**src/rtl/alu_mul_seq.sv**
```systemverilog
// Sequential 8x8 unsigned shift-and-add multiplier with valid/ready handshakes on both sides.
// The optional early-termination path is enabled with the ALU_MUL_EARLY_TERM_EN macro.
// The team's 8-bit ripple adder (adder_8bit) is kept in this file so the block is
// self-contained.

module adder_8bit (
    input  logic [7:0] A,
    input  logic [7:0] B,
    input  logic       Cin,
    input  logic       Add_mode,
    output logic [7:0] Sum,
    output logic       Cout,
    output logic       v_flag
);

    // Ripple carry chain; Add_mode=1 turns the adder into A - B (two's complement).
    always_comb begin
        logic [7:0] b_eff;
        logic       carry;
        logic       carry_into_msb;
        b_eff          = B ^ {8{Add_mode}};
        carry          = Cin ^ Add_mode;
        carry_into_msb = 1'b0;
        Sum            = 8'h00;
        for (int i = 0; i < 8; i++) begin
            if (i == 7) carry_into_msb = carry;
            Sum[i] = A[i] ^ b_eff[i] ^ carry;
            carry  = (A[i] & b_eff[i]) | (A[i] & carry) | (b_eff[i] & carry);
        end
        Cout   = carry;
        v_flag = carry ^ carry_into_msb;
    end

endmodule

module alu_mul_seq #(
    parameter int unsigned WIDTH = 8
) (
    input  logic                 clk,
    input  logic                 rst_n,
    input  logic                 in_valid,
    output logic                 in_ready,
    input  logic [WIDTH-1:0]     A,
    input  logic [WIDTH-1:0]     B,
    output logic                 out_valid,
    input  logic                 out_ready,
    output logic [2*WIDTH-1:0]   Product,
    output logic                 v_flag,
    output logic                 busy
);

    typedef enum logic [1:0] {StIdle, StCalc, StDone} state_t;

    state_t     state_q;
    logic [7:0] m_q;
    logic [7:0] acc_q;
    logic [7:0] mq_q;
    logic [3:0] cnt_q;
`ifdef ALU_MUL_EARLY_TERM_EN
    logic [7:0] mr_q;
    logic [15:0] early_prod;
`endif

    logic [7:0] add_sum;
    logic       add_cout;
    logic [7:0] acc_nxt;
    logic [7:0] mq_nxt;

    adder_8bit u_adder (
        .A        (acc_q),
        .B        (m_q),
        .Cin      (1'b0),
        .Add_mode (1'b0),
        .Sum      (add_sum),
        .Cout     (add_cout),
        .v_flag   ()
    );

    // One shift-and-add step; the carry-out lands in acc[7] so nothing is lost.
    always_comb begin
        if (mq_q[0]) begin
            {acc_nxt, mq_nxt} = {add_cout, add_sum, mq_q[7:1]};
        end else begin
            {acc_nxt, mq_nxt} = {1'b0, acc_q, mq_q[7:1]};
        end
    end

`ifdef ALU_MUL_EARLY_TERM_EN
    // Remaining multiplier bits are zero: realign the partial product as if fully shifted.
    always_comb begin
        early_prod = {acc_q, mq_q} >> (4'd8 - cnt_q);
    end
`endif

    // Control FSM with registered handshake and result outputs.
    always_ff @(posedge clk or negedge rst_n) begin
        if (!rst_n) begin
            state_q   <= StIdle;
            in_ready  <= 1'b1;
            out_valid <= 1'b0;
            busy      <= 1'b0;
            Product   <= '0;
            v_flag    <= 1'b0;
            m_q       <= 8'h00;
            acc_q     <= 8'h00;
            mq_q      <= 8'h00;
            cnt_q     <= 4'd0;
`ifdef ALU_MUL_EARLY_TERM_EN
            mr_q      <= 8'h00;
`endif
        end else begin
            unique case (state_q)
                StIdle: begin
                    if (in_valid && in_ready) begin
                        m_q      <= A;
                        mq_q     <= B;
                        acc_q    <= 8'h00;
                        cnt_q    <= 4'd0;
`ifdef ALU_MUL_EARLY_TERM_EN
                        mr_q     <= B;
`endif
                        in_ready <= 1'b0;
                        busy     <= 1'b1;
                        state_q  <= StCalc;
                    end
                end
                StCalc: begin
`ifdef ALU_MUL_EARLY_TERM_EN
                    if (mr_q == 8'h00) begin
                        Product   <= early_prod;
                        v_flag    <= |early_prod[15:8];
                        busy      <= 1'b0;
                        out_valid <= 1'b1;
                        state_q   <= StDone;
                    end else begin
                        mr_q <= mr_q >> 1;
`endif
                        acc_q <= acc_nxt;
                        mq_q  <= mq_nxt;
                        cnt_q <= cnt_q + 4'd1;
                        // Eighth step: capture the post-shift partial product.
                        if (cnt_q == 4'd7) begin
                            Product   <= {acc_nxt, mq_nxt};
                            v_flag    <= |acc_nxt;
                            busy      <= 1'b0;
                            out_valid <= 1'b1;
                            state_q   <= StDone;
                        end
`ifdef ALU_MUL_EARLY_TERM_EN
                    end
`endif
                end
                StDone: begin
                    if (out_ready) begin
                        out_valid <= 1'b0;
                        in_ready  <= 1'b1;
                        state_q   <= StIdle;
                    end
                end
                default: begin
                    state_q <= StIdle;
                end
            endcase
        end
    end

endmodule

```
**config.mk**
```make
export PLATFORM = sky130hd
export DESIGN_NAME = alu_mul_seq
export DESIGN_NICKNAME = d
export VERILOG_FILES = /design/src/rtl/alu_mul_seq.sv
export SDC_FILE = /design/constraint.sdc
export NUM_CORES = 1
export LEC_CHECK = 0
export CAP_MARGIN = 20
export CELL_PAD_IN_SITES_DETAIL_PLACEMENT = 0
export CELL_PAD_IN_SITES_GLOBAL_PLACEMENT = 1
export CORE_MARGIN = 3
export CORE_UTILIZATION = 42
export CTS_BUF_LIST = sky130_fd_sc_hd__clkbuf_16
export CTS_CLUSTER_DIAMETER = 150
export DETAILED_ROUTE_END_ITERATION = 7
export PLACE_DENSITY_LB_ADDON = 0.1
export SLEW_MARGIN = 20
export SYNTH_ARGS = -nofsm -noshare
export SYNTH_HDL_FRONTEND = slang
export SYNTH_SLANG_ARGS = --single-unit
```
**constraint.sdc**
```tcl
create_clock -name clk -period 4.5 [get_ports clk]
set_input_delay 0.45 -clock clk [delete_from_list [all_inputs] [get_ports clk]]
set_output_delay 0.45 -clock clk [all_outputs]
set_load 0.02 [all_outputs]
```
* Word level (Yosys, flattened, before mapping)
Cells that the tools add are included.
Storage, ports and cells: register bits after elaboration 50, bits of input ports 20, output and inout bits 20, logic and storage cells 102
Operators by class: $add $sub $neg 1, equal/unequal tests 6, multiplexer cells 21, bitwise gates (word level) 51, reductions and logical operators 13
Operators by type and width (count):
- 8-bit 2-to-1 mux | 4
- 8-bit case mux with 2 select lines | 2
- 1-bit bitwise AND | 22
- 1-bit bitwise XOR | 15
- 1-bit OR | 14
- 3-bit AND reduction | 4
- 4-bit case mux with 2 select lines | 1
- 8-bit OR reduction | 1
- 1-bit 2-to-1 mux | 6
- 2-bit 2-to-1 mux | 3
- 2-bit inequality test (second input constant) | 3
- 1-bit case mux with 2 select lines | 3
- 2-bit case mux with 3 select lines | 1
- 2-bit AND reduction | 3
- 2-bit nonzero test | 3
- 4-bit by 1-bit adder with 4-bit output (second input constant) | 1
- 4-bit by 3-bit == test with 1-bit output (second input constant) | 1
- 4-bit 2-to-1 mux | 1
- 2-bit by 1-bit == test with 1-bit output (second input constant) | 1
- 2-bit == test (second input constant) | 1
- 2-bit logical NOT | 1
- 1-bit logical AND | 1

* Depth between registers and ports, before layout
Gate-level depths: netlist of the first run.
depth in word-level cells 24, mapped depth 13, mapped depth without buffers 13

* Modules after synthesis
A second synthesis of the first run with hierarchy kept.
Unflattened totals: cell total of the unflattened synthesis 213, area, all modules 2501.1 µm²
By module, submodules not included:
- alu_mul_seq | instances 1, cells each 180, area each 2189.6 µm², seq. area each 1252.5 µm²
- adder_8bit | instances 1, cells each 33, area each 311.5 µm², seq. area each 0.0 µm²

* Least setup slack after synthesis of the first run
No wires, ideal clock.
path kind reg2reg, from reg m_q[0], to reg Product[14], setup time 125 ps, arrival time 3678 ps, required time 4375 ps, path slack 698 ps, stages on the path, launching flop included 13, path buffers 0, clock period less this slack 3802 ps, cells stage by stage dfrtp_1 > ha_1 > inv_1 > fa_1 > inv_1 > fa_1 > fa_1 > fa_1 > fa_1 > fa_1 > fa_1 > mux2_1 > mux2_2
On the way: longest elaborated chain between the ends 21, elaborated cells between the ends (all ways) 27, those cells by class 1 x mux; 26 x bitwise
RTL lines:
- start, declared | RTL line 55 | logic [7:0] m_q;
- start signal, assigned | RTL line 104 | m_q <= 8'h00;
- start signal, assigned | RTL line 115 | m_q <= A;
- 1-bit bitwise AND * | RTL line 28 | carry = (A[i] & b_eff[i]) | (A[i] & carry) | (b_eff[i] & carry);
- 1-bit bitwise AND | RTL line 28
- 1-bit OR | RTL line 28
- 1-bit OR * | RTL line 28
- 1-bit bitwise AND | RTL line 28
- 1-bit OR | RTL line 28
- 1-bit OR * | RTL line 28
- 1-bit bitwise AND | RTL line 28
- [... 5 more ...]
- 1-bit bitwise AND | RTL line 28
- 1-bit OR | RTL line 28
- 1-bit OR * | RTL line 28
- 1-bit bitwise AND | RTL line 28
- 1-bit OR | RTL line 28
- 1-bit OR * | RTL line 28
- 1-bit bitwise XOR * | RTL line 27 | Sum[i] = A[i] ^ b_eff[i] ^ carry;
- 8-bit 2-to-1 mux * | RTL line 81 | if (mq_q[0]) begin
- end signal, assigned | RTL line 143 | Product <= {acc_nxt, mq_nxt};
- end, declared | RTL line 47 | output logic [2*WIDTH-1:0] Product,
Every way passes the cells marked *; elsewhere a longest branch is shown, timed or not. A chain may end at the register's enable or synchronous reset.

* Final worst setup path of the first run
from reg acc_q[0], to reg Product[14]
On the way: longest elaborated chain between the ends 21, elaborated cells between the ends (all ways) 27, those cells by class 1 x mux; 26 x bitwise
RTL lines:
- start, declared | RTL line 56 | logic [7:0] acc_q;
- start signal, assigned | RTL line 138 | acc_q <= acc_nxt;
- 1-bit bitwise AND * | RTL line 28
- 1-bit bitwise AND | RTL line 28
- 1-bit OR | RTL line 28
- 1-bit OR * | RTL line 28
- 1-bit bitwise AND | RTL line 28
- 1-bit OR | RTL line 28
- 1-bit OR * | RTL line 28
- 1-bit bitwise AND | RTL line 28
- [... 5 more ...]
- 1-bit bitwise AND | RTL line 28
- 1-bit OR | RTL line 28
- 1-bit OR * | RTL line 28
- 1-bit bitwise AND | RTL line 28
- 1-bit OR | RTL line 28
- 1-bit OR * | RTL line 28
- 1-bit bitwise XOR * | RTL line 27
- 8-bit 2-to-1 mux * | RTL line 81
Marks and branches as above.

==> metrics.csv, run 1 <==
metric,value,unit
irDropWorstVdd,0.000205,V
end_kind,flip-flop,
via_per_inst,5.21,
syn-num-nets,238,
synth_warnings,0,
synth_compound_area_share,7.51,%
wl_per_cell,15.0,microns
dieArea,0.00661,sq mm
antenna_found_initial,0,
fp.dieH,81.3,microns
h-tree-depth,2,
synth_flop_cell,dfrtp_1,
cts_hold_buf,0,
track_usage,16.1,%
start_util,44.9,%
syn_avg_cell_area,11.4,sq um
drt_first_iter_violations,68,
setup_violations,0,
r2r_slack,0.57,ns
synth_top_cell_by_area,dfrtp_1,
dp_hpwl,3280,microns
tightest_slew,0.871,ns
port-buffer-count,39,
cts_buffers,5,
antenna_cells,0,
start_kind,flip-flop,
worstSetupPathType,reg2reg,
hold_class,in2async,
maxCapViolations,0,
maxSlewViolCount,0,
fin_worst_skew,0.00703,ns
period_share,87.3,%
synthTopCellsByArea,"dfrtp_1, nand2_1, fa_1",
n_fill_cell,473,
cts_setup_buffers,0,
grt_max_degree,51,
synth-adder-area-share,6.94,%
vias,1658,
rr_endpoint,Product[14],
fmax,254,MHz
holdWs,0.270,ns
drc_errors,0,
cts_tree,built,
clk_path_buf_depth,2,
finalCriticalPeriod,3.93,ns
fp.coreArea,0.00530,sq mm
clock-root-buffer,clkbuf_16,
synth_cell_types,40,
relSlewSlack,41.9,%
cp_max_fo,3,
ff2ff_path_depth,12,
worstPathRequired,4.68,ns
rows,26,
status,"finished, final reports clean",
ant_nets,0,
ys_ff_latch,50,
synth_top_family_by_area,simple AND/OR/NAND/NOR gates,
rsz0062_at_grt,false,
setup_tns,0,ns
synth.top_cell.area_share,51.5,%
path_clk_slew,0.06,ns
layout.nets,276,
p_per_area,281,mW/mm^2
syn-instance-count,209,
grt_overflow,0,
drt_first_pass_iters,4,
routed_wl,4780,microns
hold_viol_final,0,
gp_congestion,0.835,
area_growth,23.8,%
ys_seq_area_share,52.6,%
synth-async-reset-ratio,100,%
grt_pass1_wl,8070,microns
cts-resized-gates,0,
synth.most_common_cell,dfrtp_1,
synth-simple-area-share,16.6,%
netlist_top_cells_count,"dfrtp_1, nand2_1, nand3_1",
critPathArrivalTime,4.11,ns
drive_gt1_share,10.9,%
synthXorXnorAreaFrac,0,%
timing.rr.start,acc_q[0],
ios,40,
dieWidth,81.3,microns
synth_edf_count,0,
clock_latency,0.29,ns
power.leakage,1.39,nW
first_global_vias,1669,
cts_num_sinks,50,
synthMuxAreaShare,12.2,%
mappedNetlistArea,0.00238,sq mm
[cell type report]
type | count | area [sq um] | share of cell area [%]
flip-flops and latches | 50 | 1250 | 42.5
clock buffers | 5 | 125 | 4.24
inverters | 6 | 22.5 | 0.764
repair buffers | 43 | 419 | 14.2
well taps | 70 | 87.6 | 2.97
multi-input cells | 141 | 1030 | 34.9
clock inverters | 3 | 11.3 | 0.382
[critical path: stages, from the launching register on]
cell,delay (ns)
dfrtp_1,0.40
ha_1,0.19
inv_1,0.06
fa_1,0.15
inv_1,0.05
fa_1,0.37
fa_1,0.39
fa_1,0.39
fa_1,0.39
fa_1,0.39
fa_1,0.46
mux2_1,0.32
mux2_2,0.27
[report_power, final]
part	leakage, nW	switching [mW]	internal [mW]	total, mW
combinational	0.699	0.0115	0.0149	0.0264
clock	0.0738	0.153	0.200	0.353
sequential	0.622	0	0.449	0.449
total	1.39	0.165	0.665	0.829
[placed cells by master (no fill, tap or decap), drive strengths merged, types with 3 or more instances in the layout]
cell and count:
a22oi 4, buf 5, clkbuf 5, clkdlybuf4s50 38
dfrtp 49, fa 7, inv 8, mux2 22
nand2 45, nand3 11, nor2 6, nor3 4
nor4 3, o21ai 10, o22ai 4
[state kept, by name, indices dropped and copies added (netlist names), 2 cells and up]
register and count:
Product 16, acc_q 8, cnt_q 4, m_q 8
mq_q 8, state_q 2
[worst max path at each step]
| stage | startpoint | endpoint | cells past startpoint |
|---|---|---|---|
| 2_1_floorplan | m_q[0] | Product[14] | 12 |
| 3_5_place_dp | acc_q[0] | Product[14] | 12 |
| 5_1_grt | acc_q[0] | Product[14] | 12 |
| 6_report | acc_q[0] | Product[14] | 12 |
| 3_3_place_gp | m_q[0] | Product[14] | 12 |
| 4_1_cts | acc_q[0] | Product[14] | 12 |
[stage by stage]
step	total power [mW]	instances	setup WS [ns]	area [sq um]	util (%)
floorplan	0.459	209	0.698	2380	-
global placement	0.485	309	0.644	2800	52.8
detailed placement	0.485	310	0.563	2810	53.0
CTS	0.838	318	0.553	2950	55.6
global route	0.863	318	0.441	2950	55.6
finish	0.829	318	0.569	2950	55.6
[layer usage]
layer  track usage, %  vias to the layer above  wire length, microns
met1             22.2                      821                  2270
met2             25.0                       30                  2260
li1                 -                      800                     -
met5                0                        -                     0
met4             5.07                        0                    57
met3             3.77                        7                   199
[kinds of logic (layout without fill, tap and decap cells)]
group,count (synthesis),in the layout
AO/OA/AOI/OAI,28,28
flip-flops,50,50
buffers and inverters,18,57
multiplexers,24,24
AND/OR/NAND/NOR,80,80
adder cells (fa/ha/maj),9,9
(Power assumes the default switching activity.)
==> inputs of run 2 (changes only) <==
--- a/config.mk
+++ b/config.mk
@@ -15,4 +15,5 @@
 export DETAILED_ROUTE_END_ITERATION = 7
 export PLACE_DENSITY_LB_ADDON = 0.1
+export REMOVE_ABC_BUFFERS = 1
 export SLEW_MARGIN = 20
 export SYNTH_ARGS = -nofsm -noshare
==> constraint.sdc (replaced) <==
create_clock -name clk -period 4.5 [get_ports clk]
set_input_delay 0.45 -clock clk [delete_from_list [all_inputs] [get_ports clk]]
set_output_delay 0.45 -clock clk [all_outputs]
set_load 0.005 [all_outputs]
==> run 2 against run 1 <==
Core utilization decreased by 0.12 points. Sequential share of layout area grew 0.090 points. Critical endpoint unchanged. Worst hold slack lost 0.014 ns. Largest power group unchanged. Highest routed layer unchanged. Via count is 0.72% lower. Routed wire length fell by 0.61%. First-iteration DRC count grew 56%. Sequential power about the same. Global-route usage is 0.24 points higher. Critical path type unchanged.
==> metrics.csv, run 2 (synthesis gave the netlist of run 1 again) <==
metric,value,unit,change
grt_overflow,0,,unchanged
grt_max_degree,51,,unchanged
rr_endpoint,Product[14],,unchanged
timing.rr.start,acc_q[0],,unchanged
fp.dieH,81.3,microns,unchanged
comb_power_share,3.1,%,was 3.2%
dp_hpwl,3210,microns,was 3280 microns
cp_cell_sequence,ha_1 > inv_1 > fa_1 > inv_1 > fa_1 > fa_1 > fa_1 > fa_1 > fa_1 > fa_1 > mux2_1 > mux2_2,,unchanged
worstPathRequired,4.67,ns,was 4.68 ns
via_per_inst,5.19,,was 5.21
r2r_slack,0.55,ns,was 0.57 ns
cp_max_fo,3,,unchanged
hold_class,in2async,,unchanged
antenna_cells,0,,unchanged
path_clk_slew,0.07,ns,was 0.06 ns
ff2ff_path_depth,12,,unchanged
p_switching,0.168,mW,was 0.165 mW
drt_first_iter_violations,106,,was 68
ios,40,,unchanged
rsz0062_at_grt,false,,unchanged
maxCapViolations,0,,unchanged
period_share,87.8,%,was 87.3%
holdWs,0.255,ns,was 0.270 ns
crit_path_top_delay_cell,fa_1,,unchanged
layout.nets,275,,was 276
drc_errors,0,,unchanged
clock-root-buffer,clkbuf_16,,unchanged
max_stage_delay,0.47,ns,was 0.46 ns
vias,1646,,"was 1,658"
status,"finished, final reports clean",,unchanged
fmax,253,MHz,was 254 MHz
path_common_cell,fa_1,,unchanged
grt_pass1_wl,8170,microns,was 8070 microns
wl_per_cell,15.0,microns,about the same
hold_viol_final,0,,unchanged
track_usage,16.3,%,was 16.1%
antenna_found_initial,0,,unchanged
start_util,44.9,%,unchanged
area_growth,23.5,%,was 23.8%
tightest_slew,0.908,ns,was 0.871 ns
worstSetupPathType,reg2reg,,unchanged
relSlewSlack,39.2,%,was 41.9%
mostFrequentLayoutCell,dfrtp_1,,unchanged
end_kind,flip-flop,,unchanged
dieWidth,81.3,microns,unchanged
top_register,Product,,unchanged
gp_congestion,0.732,,was 0.835
dieArea,0.00661,sq mm,unchanged
ant_nets,0,,unchanged
fin_worst_skew,0.00470,ns,was 0.00703 ns
intPower,0.666,mW,was 0.665 mW
drive_gt1_share,10.9,%,about the same
crit_buf_inv,2,,unchanged
cts_tree,built,,unchanged
fp.coreArea,0.00530,sq mm,unchanged
port-buffer-count,39,,unchanged
n_fill_cell,470,,was 473
pwr-share-seq,53.9,%,was 54.2%
setup_tns,0,ns,unchanged
rows,26,,unchanged
h-tree-depth,2,,unchanged
routed_wl,4750,microns,was 4780 microns
clock_latency,0.28,ns,was 0.29 ns
first_global_vias,1679,,"was 1,669"
cts_num_sinks,50,,unchanged
cts_buffers,5,,unchanged
regArea,0.00125,sq mm,unchanged
path_delay_family,adder cells,,unchanged
irDropWorstVdd,0.000192,V,was 0.000205 V
drt_first_pass_iters,4,,unchanged
cts_hold_buf,0,,unchanged
clk_path_buf_depth,2,,unchanged
p_per_area,283,mW/mm^2,was 281 mW/mm^2
start_kind,flip-flop,,unchanged
cts-resized-gates,0,,unchanged
maxSlewViolCount,0,,unchanged
largest_reg_flops,16,,unchanged
finalCriticalPeriod,3.95,ns,was 3.93 ns
critPathArrivalTime,4.12,ns,was 4.11 ns
switching_share,20.1,%,was 19.8%
cts_setup_buffers,0,,unchanged
final_cell_mix,"dfrtp_1, nand2_1, clkdlybuf4s50_1",,unchanged
power.leakage,1.39,nW,about the same
multi_input_comb_area,0.00103,sq mm,unchanged
setup_violations,0,,unchanged
p_clk_share,42.9,%,was 42.6%
run 2: changes by cell type in the layout (fill, tap and decap cells not counted):
cell / change
inv_1: -1
clkinv_2: +1
buf_4: -1
run 2: how the worst max path moves through the flow:
stage,slack (ns),depth (start not counted),startpoint,to
after floorplan,0.70,12,m_q[0],Product[14]
after global placement,0.60,12,m_q[0],Product[14]
after detailed placement,0.56,12,acc_q[0],Product[14]
after CTS,0.53,12,acc_q[0],Product[14]
after global routing,0.33,12,acc_q[0],Product[14]
final,0.55,12,acc_q[0],Product[14]
run 2: power by group through the flow:
stage / Clock, mW / Combinational (mW) / Sequential [mW]
final: 0.358 / 0.0262 / 0.449
after global routing: 0.388 / 0.0292 / 0.449
after CTS: 0.366 / 0.0273 / 0.449
after detailed placement: 0 / 0.0270 / 0.458
after global placement: 0 / 0.0274 / 0.458
after floorplan: 0 / 0.000706 / 0.458
run 2: cell type report:
type	instances	share of cell area [%]
Clock buffer	5	4.25
Clock inverter	3	0.425
Inverter	6	0.766
Multi-Input combinational cell	141	35.0
Sequential cell	50	42.6
Tap cell	70	2.98
Timing Repair Buffer	42	14.0
run 2: per-stage QoR:
stage	utilization (%)	power (mW)	std cells	instance area, sq um	worst slack (ns)
detailed placement	52.9	0.485	309	2800	0.561
CTS	55.5	0.842	317	2940	0.531
global route	55.5	0.867	317	2940	0.327
finish	55.5	0.833	317	2940	0.549
global placement	52.7	0.485	308	2790	0.600
floorplan	-	0.459	197	2300	0.698
run 2: layer usage:
metal	up-vias	track usage, %	wire (microns)
li1	795	-	-
met1	807	22.1	2210
met2	42	26.4	2290
met3	2	4.55	229
met4	0	3.04	19
met5	-	0	0
run 2: worst register-to-register path: stages, from the launching register on:
cell and delay [ns]:
dfrtp_1 0.40, ha_1 0.18, inv_1 0.06, fa_1 0.15, inv_1 0.05, fa_1 0.37, fa_1 0.38, fa_1 0.39
fa_1 0.39, fa_1 0.40, fa_1 0.47, mux2_1 0.32, mux2_2 0.26
